## config.mk

```make
export PLATFORM = sky130hd
export DESIGN_NAME = svreal_reg_alu
export DESIGN_NICKNAME = d
export VERILOG_FILES = /design/src/rtl/svreal_reg_alu_pkg.sv /design/src/rtl/svreal_align.sv /design/src/rtl/svreal_reg_alu.sv
export SDC_FILE = /design/constraint.sdc
export NUM_CORES = 2
export LEC_CHECK = 0
export CORE_ASPECT_RATIO = 0.8
export CORE_MARGIN = 5
export CORE_UTILIZATION = 60
export CTS_BUF_LIST = sky130_fd_sc_hd__clkbuf_16
export DETAILED_ROUTE_END_ITERATION = 10
export PLACE_DENSITY = 0.79
export SYNTH_ARGS = -nofsm -noshare
export SYNTH_HDL_FRONTEND = slang
export SYNTH_SLANG_ARGS = --single-unit
```

## constraint.sdc

```tcl
create_clock -name clk -period 12.1 [get_ports clk]
set_input_delay 1.21 -clock clk [delete_from_list [all_inputs] [get_ports clk]]
set_output_delay 1.21 -clock clk [all_outputs]
set_load 0.01 [all_outputs]
```

## src/rtl/svreal_reg_alu_pkg.sv

```systemverilog
// Shared types for the registered svreal ALU: exponent type, opcode encoding
// and the exponent-max helper used by the comparison path.
package svreal_alu_pkg;

    typedef logic signed [31:0] svreal_alu_exp_t;

    typedef enum logic [3:0] {
        OP_MUL = 4'd0,
        OP_ADD = 4'd1,
        OP_SUB = 4'd2,
        OP_NEG = 4'd3,
        OP_MIN = 4'd4,
        OP_MAX = 4'd5,
        OP_GT  = 4'd8,
        OP_GE  = 4'd9,
        OP_LT  = 4'd10,
        OP_LE  = 4'd11,
        OP_EQ  = 4'd12,
        OP_NE  = 4'd13
    } svreal_alu_op_t;

    function automatic svreal_alu_exp_t max_exp(input svreal_alu_exp_t x,
                                                input svreal_alu_exp_t y);
        return (x > y) ? x : y;
    endfunction

endpackage

```

## src/rtl/svreal_align.sv

```systemverilog
// Combinational re-scaling of a signed mantissa from in_exponent to out_exponent.
// Wraps to OUT_WIDTH by default; saturates when SVREAL_SAT_EN is defined.
module svreal_align
    import svreal_alu_pkg::*;
#(
    parameter int IN_WIDTH  = 16,
    parameter int OUT_WIDTH = 16
) (
    input  logic [IN_WIDTH-1:0]  in_value,
    input  logic [31:0]          in_exponent,
    input  logic [31:0]          out_exponent,
    output logic [OUT_WIDTH-1:0] out_value
);

    // Wide enough that any shift below 64 keeps every bit and the sign.
    localparam int WIDE = ((IN_WIDTH > OUT_WIDTH) ? IN_WIDTH : OUT_WIDTH) + 64;

    logic signed [32:0]     sh;
    logic signed [WIDE-1:0] x_wide;
    logic signed [WIDE-1:0] shifted;
    logic [5:0]             amt_r;
    logic                   neg;
    logic                   big_left;

    always_comb begin
        sh       = {in_exponent[31], in_exponent} - {out_exponent[31], out_exponent};
        x_wide   = WIDE'($signed(in_value));
        neg      = in_value[IN_WIDTH-1];
        amt_r    = 6'd0 - sh[5:0];
        big_left = 1'b0;
        if (sh >= 33'sd64) begin
            big_left = 1'b1;
            shifted  = '0;
        end else if (sh <= -33'sd64) begin
            shifted  = {WIDE{neg}};
        end else if (sh >= 33'sd0) begin
            shifted  = x_wide <<< sh[5:0];
        end else begin
            shifted  = x_wide >>> amt_r;
        end
    end

`ifdef SVREAL_SAT_EN
    logic fits;
    logic ovf;
    always_comb begin
        fits = (&shifted[WIDE-1:OUT_WIDTH-1]) | ~(|shifted[WIDE-1:OUT_WIDTH-1]);
        ovf  = (big_left && (in_value != '0)) || !fits;
        if (ovf)
            out_value = neg ? {1'b1, {(OUT_WIDTH-1){1'b0}}} : {1'b0, {(OUT_WIDTH-1){1'b1}}};
        else
            out_value = shifted[OUT_WIDTH-1:0];
    end
`else
    logic unused_hi;
    assign unused_hi = ^{shifted[WIDE-1:OUT_WIDTH], big_left};
    assign out_value = shifted[OUT_WIDTH-1:0];
`endif

endmodule

```

## src/rtl/svreal_reg_alu.sv

```systemverilog
// Registered svreal arithmetic/compare unit, one cycle latency, no backpressure.
// Optional build macro SVREAL_SAT_EN: saturate writes to c_value instead of wrapping.
module svreal_reg_alu
    import svreal_alu_pkg::*;
#(
    parameter int A_WIDTH = 16,
    parameter int B_WIDTH = 16,
    parameter int C_WIDTH = 16
) (
    input  logic               clk,
    input  logic               rst,
    input  logic               in_valid,
    input  logic [3:0]         opcode,
    input  logic [A_WIDTH-1:0] a_value,
    input  logic [31:0]        a_exponent,
    input  logic [B_WIDTH-1:0] b_value,
    input  logic [31:0]        b_exponent,
    input  logic [31:0]        c_exponent,
    output logic               out_valid,
    output logic [C_WIDTH-1:0] c_value,
    output logic               c_flag,
    output logic               out_err
);

    // Handshake: a request is accepted on every edge where in_valid=1 (no ready);
    // out_valid pulses for exactly the cycle after that edge.
    localparam int P_WIDTH = A_WIDTH + B_WIDTH;
    localparam int CMP_W   = (A_WIDTH > B_WIDTH) ? A_WIDTH : B_WIDTH;

    svreal_alu_op_t         op;
    logic signed [A_WIDTH:0] a_ext;
    logic signed [A_WIDTH:0] a_src;
    logic signed [P_WIDTH-1:0] prod;
    svreal_alu_exp_t        prod_exp;
    svreal_alu_exp_t        cmp_exp;
    logic [C_WIDTH-1:0]     a_al, b_al, p_al;
    logic [A_WIDTH-1:0]     a_cmp;
    logic [B_WIDTH-1:0]     b_cmp;
    logic signed [CMP_W-1:0] ac, bc;
    logic [C_WIDTH-1:0]     sum_c, diff_c;
    logic [C_WIDTH-1:0]     nxt_value;
    logic                   nxt_flag, nxt_err;

    assign op       = svreal_alu_op_t'(opcode);
    assign a_ext    = {a_value[A_WIDTH-1], a_value};
    // NEG negates before alignment so rounding applies to -a and the extra bit absorbs -min.
    assign a_src    = (op == OP_NEG) ? -a_ext : a_ext;
    assign prod     = P_WIDTH'($signed(a_value)) * P_WIDTH'($signed(b_value));
    assign prod_exp = $signed(a_exponent) + $signed(b_exponent);
    assign cmp_exp  = max_exp($signed(a_exponent), $signed(b_exponent));

    svreal_align #(.IN_WIDTH(A_WIDTH+1), .OUT_WIDTH(C_WIDTH)) u_align_a (
        .in_value(a_src), .in_exponent(a_exponent), .out_exponent(c_exponent), .out_value(a_al));
    svreal_align #(.IN_WIDTH(B_WIDTH), .OUT_WIDTH(C_WIDTH)) u_align_b (
        .in_value(b_value), .in_exponent(b_exponent), .out_exponent(c_exponent), .out_value(b_al));
    svreal_align #(.IN_WIDTH(P_WIDTH), .OUT_WIDTH(C_WIDTH)) u_align_p (
        .in_value(prod), .in_exponent(prod_exp), .out_exponent(c_exponent), .out_value(p_al));
    svreal_align #(.IN_WIDTH(A_WIDTH), .OUT_WIDTH(A_WIDTH)) u_cmp_a (
        .in_value(a_value), .in_exponent(a_exponent), .out_exponent(cmp_exp), .out_value(a_cmp));
    svreal_align #(.IN_WIDTH(B_WIDTH), .OUT_WIDTH(B_WIDTH)) u_cmp_b (
        .in_value(b_value), .in_exponent(b_exponent), .out_exponent(cmp_exp), .out_value(b_cmp));

    assign ac = CMP_W'($signed(a_cmp));
    assign bc = CMP_W'($signed(b_cmp));

`ifdef SVREAL_SAT_EN
    logic signed [C_WIDTH:0] sum_w, diff_w;
    localparam logic [C_WIDTH-1:0] C_MIN = {1'b1, {(C_WIDTH-1){1'b0}}};
    localparam logic [C_WIDTH-1:0] C_MAX = {1'b0, {(C_WIDTH-1){1'b1}}};
    assign sum_w  = {a_al[C_WIDTH-1], a_al} + {b_al[C_WIDTH-1], b_al};
    assign diff_w = {a_al[C_WIDTH-1], a_al} - {b_al[C_WIDTH-1], b_al};
    assign sum_c  = (sum_w[C_WIDTH] != sum_w[C_WIDTH-1])
                  ? (sum_w[C_WIDTH] ? C_MIN : C_MAX) : sum_w[C_WIDTH-1:0];
    assign diff_c = (diff_w[C_WIDTH] != diff_w[C_WIDTH-1])
                  ? (diff_w[C_WIDTH] ? C_MIN : C_MAX) : diff_w[C_WIDTH-1:0];
`else
    assign sum_c  = a_al + b_al;
    assign diff_c = a_al - b_al;
`endif

    always_comb begin
        nxt_value = c_value;
        nxt_flag  = c_flag;
        nxt_err   = 1'b0;
        case (op)
            OP_MUL: nxt_value = p_al;
            OP_ADD: nxt_value = sum_c;
            OP_SUB: nxt_value = diff_c;
            OP_NEG: nxt_value = a_al;
            OP_MIN: nxt_value = (bc < ac) ? b_al : a_al;
            OP_MAX: nxt_value = (bc > ac) ? b_al : a_al;
            OP_GT:  nxt_flag  = ac >  bc;
            OP_GE:  nxt_flag  = ac >= bc;
            OP_LT:  nxt_flag  = ac <  bc;
            OP_LE:  nxt_flag  = ac <= bc;
            OP_EQ:  nxt_flag  = ac == bc;
            OP_NE:  nxt_flag  = ac != bc;
            default: begin
                nxt_value = '0;
                nxt_flag  = 1'b0;
                nxt_err   = 1'b1;
            end
        endcase
    end

    always_ff @(posedge clk) begin
        if (rst) begin
            out_valid <= 1'b0;
            c_value   <= '0;
            c_flag    <= 1'b0;
            out_err   <= 1'b0;
        end else begin
            out_valid <= in_valid;
            if (in_valid) begin
                c_value <= nxt_value;
                c_flag  <= nxt_flag;
                out_err <= nxt_err;
            end
        end
    end

endmodule

```

==> impl_metrics.yaml <==
routing:
  first_pass_iters: 8
  drc: 0
  avgViaCountPerCell: 6.74
  wire_per_inst_um: 23.1
  drt_iter0_drc: 5437
  ant_nets: 0
  via_count: 40660
  routed_wirelength_mm: 139
synthesis:
  syn-num-nets: 5925
  syn_inst: 5202
  synth.largest_area_cell: "fa_1"
  ys_seq_area_share_pct: 1.04
  synth_warnings: 0
  synth_seq_cells: 19
  synth_ff_type: "dfxtp_1"
  ys_async_sr_fraction_pct: 0
  synth_edf_count: 0
  synth_area_mm2: 0.0366
  synth_top_area_share_pct: 14.6
  syn_avg_cell_area_um2: 7.04
  ys_types: 113
  synth_area_leaders: "fa_1 15%, ha_1 11%, a21oi_1 5.4%"
setup_path:
  rr_endpoint: "c_value[3]"
  cp.arrival_ns: 11.90
  reg2reg_slack_ns: 10.65
  reg2regPathDepth: 5
  critPathKind: "primary input to flip-flop"
  cp-end-kind: "flip-flop"
  crit_slowest_cell: "clkdlybuf4s50_1"
  cpMostUsedCell: "o21a_1"
  r2r_start: "c_value[3]"
  crit_fanout: 8
  critPathLaunchType: "primary input"
  required_ns: 12.30
  slowest_delay_ns: 0.75
clock_network:
  hold_buffers: 0
  clk_pin_slew_ns: 0.06
  numCtsBuffers: 3
  cts.sinks: 19
  cts_root_buf: "clkbuf_16"
  cts_buffer_depth: 2
  cts_tree: "done"
  clock_latency_ns: 0.25
  htree_levels: 1
final_layout:
  final.fill_count: 5498
  final_common_cell: "inv_1"
  fin_cells: 6033
  drive_gt1_share_pct: 6.01
  area_growth_pct: 7.58
  fin_nets: 5964
  fin_util_pct: 64.8
  final_cell_mix: "502 x inv_1, 499 x nand2_1, 435 x nor2_1, 395 x a21oi_1, 320 x ha_1"
  post-route-cell-area_mm2: 0.0394
placement:
  port_buffers: 153
  gp_congestion: 1.14
  dp.cells: 6019
  hpwl_mm: 116
  placed_cell_area_mm2: 0.0393
power_and_ir_drop:
  finalPower_mw: 12.7
  power_density_mw_per_mm2: 322
  p_leak_nw: 17.3
  vdd_ir_drop_max_mv: 0.735
job:
  cap_violations: 0
worst_hold_path:
  min_from: "c_value[9]"
  whs_path_depth: 2
  hold_end: "c_value[9]"
  min-delay-path-class: "flip-flop to flip-flop"
grt:
  first_global_vias: 36890
  overflow: 0
  grt_max_degree: 71
  antenna_found_initial: 7
  grt_pass1_wl_mm: 211
  grt_usage_pct: 39.8
timing:
  setup_tns_ns: 0
  slew_viol_final: 0
  skew_ns: 0
  finalHoldViolations: 0
  tightest_slew_ns: 1.31
  finalSetupViolations: 0
  fmax_ghz: 0.0855
  fin_crit_sh_pct: 96.7
  rsz0062_at_grt: "no"
  min_period_ns: 11.70
  slew_headroom_pct: 11.7
floorplanning:
  core-area_mm2: 0.0608
  start_util_pct: 60.2
  io_pins: 154
  die_height_um: 231
  die-area_mm2: 0.0661
  num_rows: 81
  die_w_um: 286
run_status:
  status: "finished, final reports clean"
## worst max-delay path by stage
stage              startpoint  slack [ns]     endpoint  cells after the start
2_1_floorplan  b_exponent[22]        1.12  c_value[11]                     44
3_3_place_gp   a_exponent[26]        0.12  c_value[11]                     39
3_5_place_dp   a_exponent[26]       -0.08   c_value[2]                     40
4_1_cts        a_exponent[26]        0.12   c_value[2]                     40
5_1_grt        b_exponent[12]        0.04   c_value[2]                     42
6_report       b_exponent[12]        0.40   c_value[2]                     40
## cell usage after synthesis (16+ instances only)
master,instances
buf_1,19
o211ai_1,74
a21o_1,100
nor2_1,435
nor4_1,28
or4_1,23
nand2_1,499
a221oi_1,31
o2111ai_1,22
or2_2,34
o31a_1,26
xor2_1,73
and2_1,180
nand4_1,54
mux2i_1,178
a31oi_1,78
dfxtp_1,19
o31ai_1,40
o21bai_1,38
maj3_1,17
and3_1,41
a2111oi_0,20
a21oi_1,395
o21ai_0,263
a311oi_1,16
mux2_2,45
inv_1,502
o22ai_1,31
xnor2_1,160
nor3b_1,17
o21a_1,47
clkbuf_1,242
mux4_2,16
a22oi_1,17
nand3_1,119
nand2b_1,74
fa_1,267
nor3_1,140
a211oi_1,83
or3_1,37
ha_1,321
nor2b_1,65
## layer usage
| layer | share of wire (%) | wire, µm | track usage [%] | vias up |
|---|---|---|---|---|
| li1 | - | - | - | 18653 |
| met2 | 40 | 56200 | 57.4 | 2502 |
| met3 | 14 | 19900 | 13.3 | 305 |
| met4 | 3.1 | 4320 | 9.62 | 4 |
| met1 | 42 | 59000 | 57.3 | 19196 |
| met5 | 0.018 | 25 | 0 | - |
## repair_timing
item | CTS | global route
setup buffers | 0 | 5
gates resized for setup | 0 | 3
endpoints found under the setup margin | 0 | 17
## layout make-up
class / instances / area (µm²) / share of cell area, %
antenna: 5 / 12.5 / 0.0317
multi-input combinational: 4400 / 33300 / 84.6
timing repair buffer: 311 / 2730 / 6.93
sequential: 19 / 380 / 0.965
clock inverter: 1 / 5.00 / 0.0127
tap: 788 / 986 / 2.50
inverter: 506 / 1900 / 4.82
clock buffer: 3 / 75.1 / 0.190
## flip-flops by register name, summed over array words and instances (netlist names)
register,flops
c_value,16
c_flag,1
out_err,1
out_valid,1
## per-stage QoR
step | hold WS (ns) | worst slack [ns]
3_5_place_dp | 0.494 | -0.0789
6_report | 0.502 | 0.401
2_1_floorplan | 0.516 | 1.12
4_1_cts | 0.502 | 0.123
3_3_place_gp | 0.474 | 0.116
5_1_grt | 0.533 | 0.0414
## cells by family after synthesis
family                     Yosys count  synth area share (%)
buffers and inverters              783                  8.11
and+or+nand+nor                   1830                  24.7
xor gates and xnor gates           235                  5.68
muxes                              240                  7.27
DFF                                 19                  1.04
adders and majority gates          605                  26.0
AOI/OAI and AO/OA                 1490                  27.2
## worst max-delay path, delay by kind of cell
kind                       cells  cell delay [ns]
AOI/OAI and AO/OA             21             5.21
buffers and inverters          5             1.33
and+or+nand+nor               10             2.94
adders and majority gates      4             1.21
## power breakdown
group | total [mW] | switching (mW) | internal [mW]
clock | 0.0701 | 0.0257 | 0.0444
combinational | 12.6 | 7.65 | 4.92
sequential | 0.0668 | 0.00159 | 0.0652
Power figures use the tool's default switching activity.
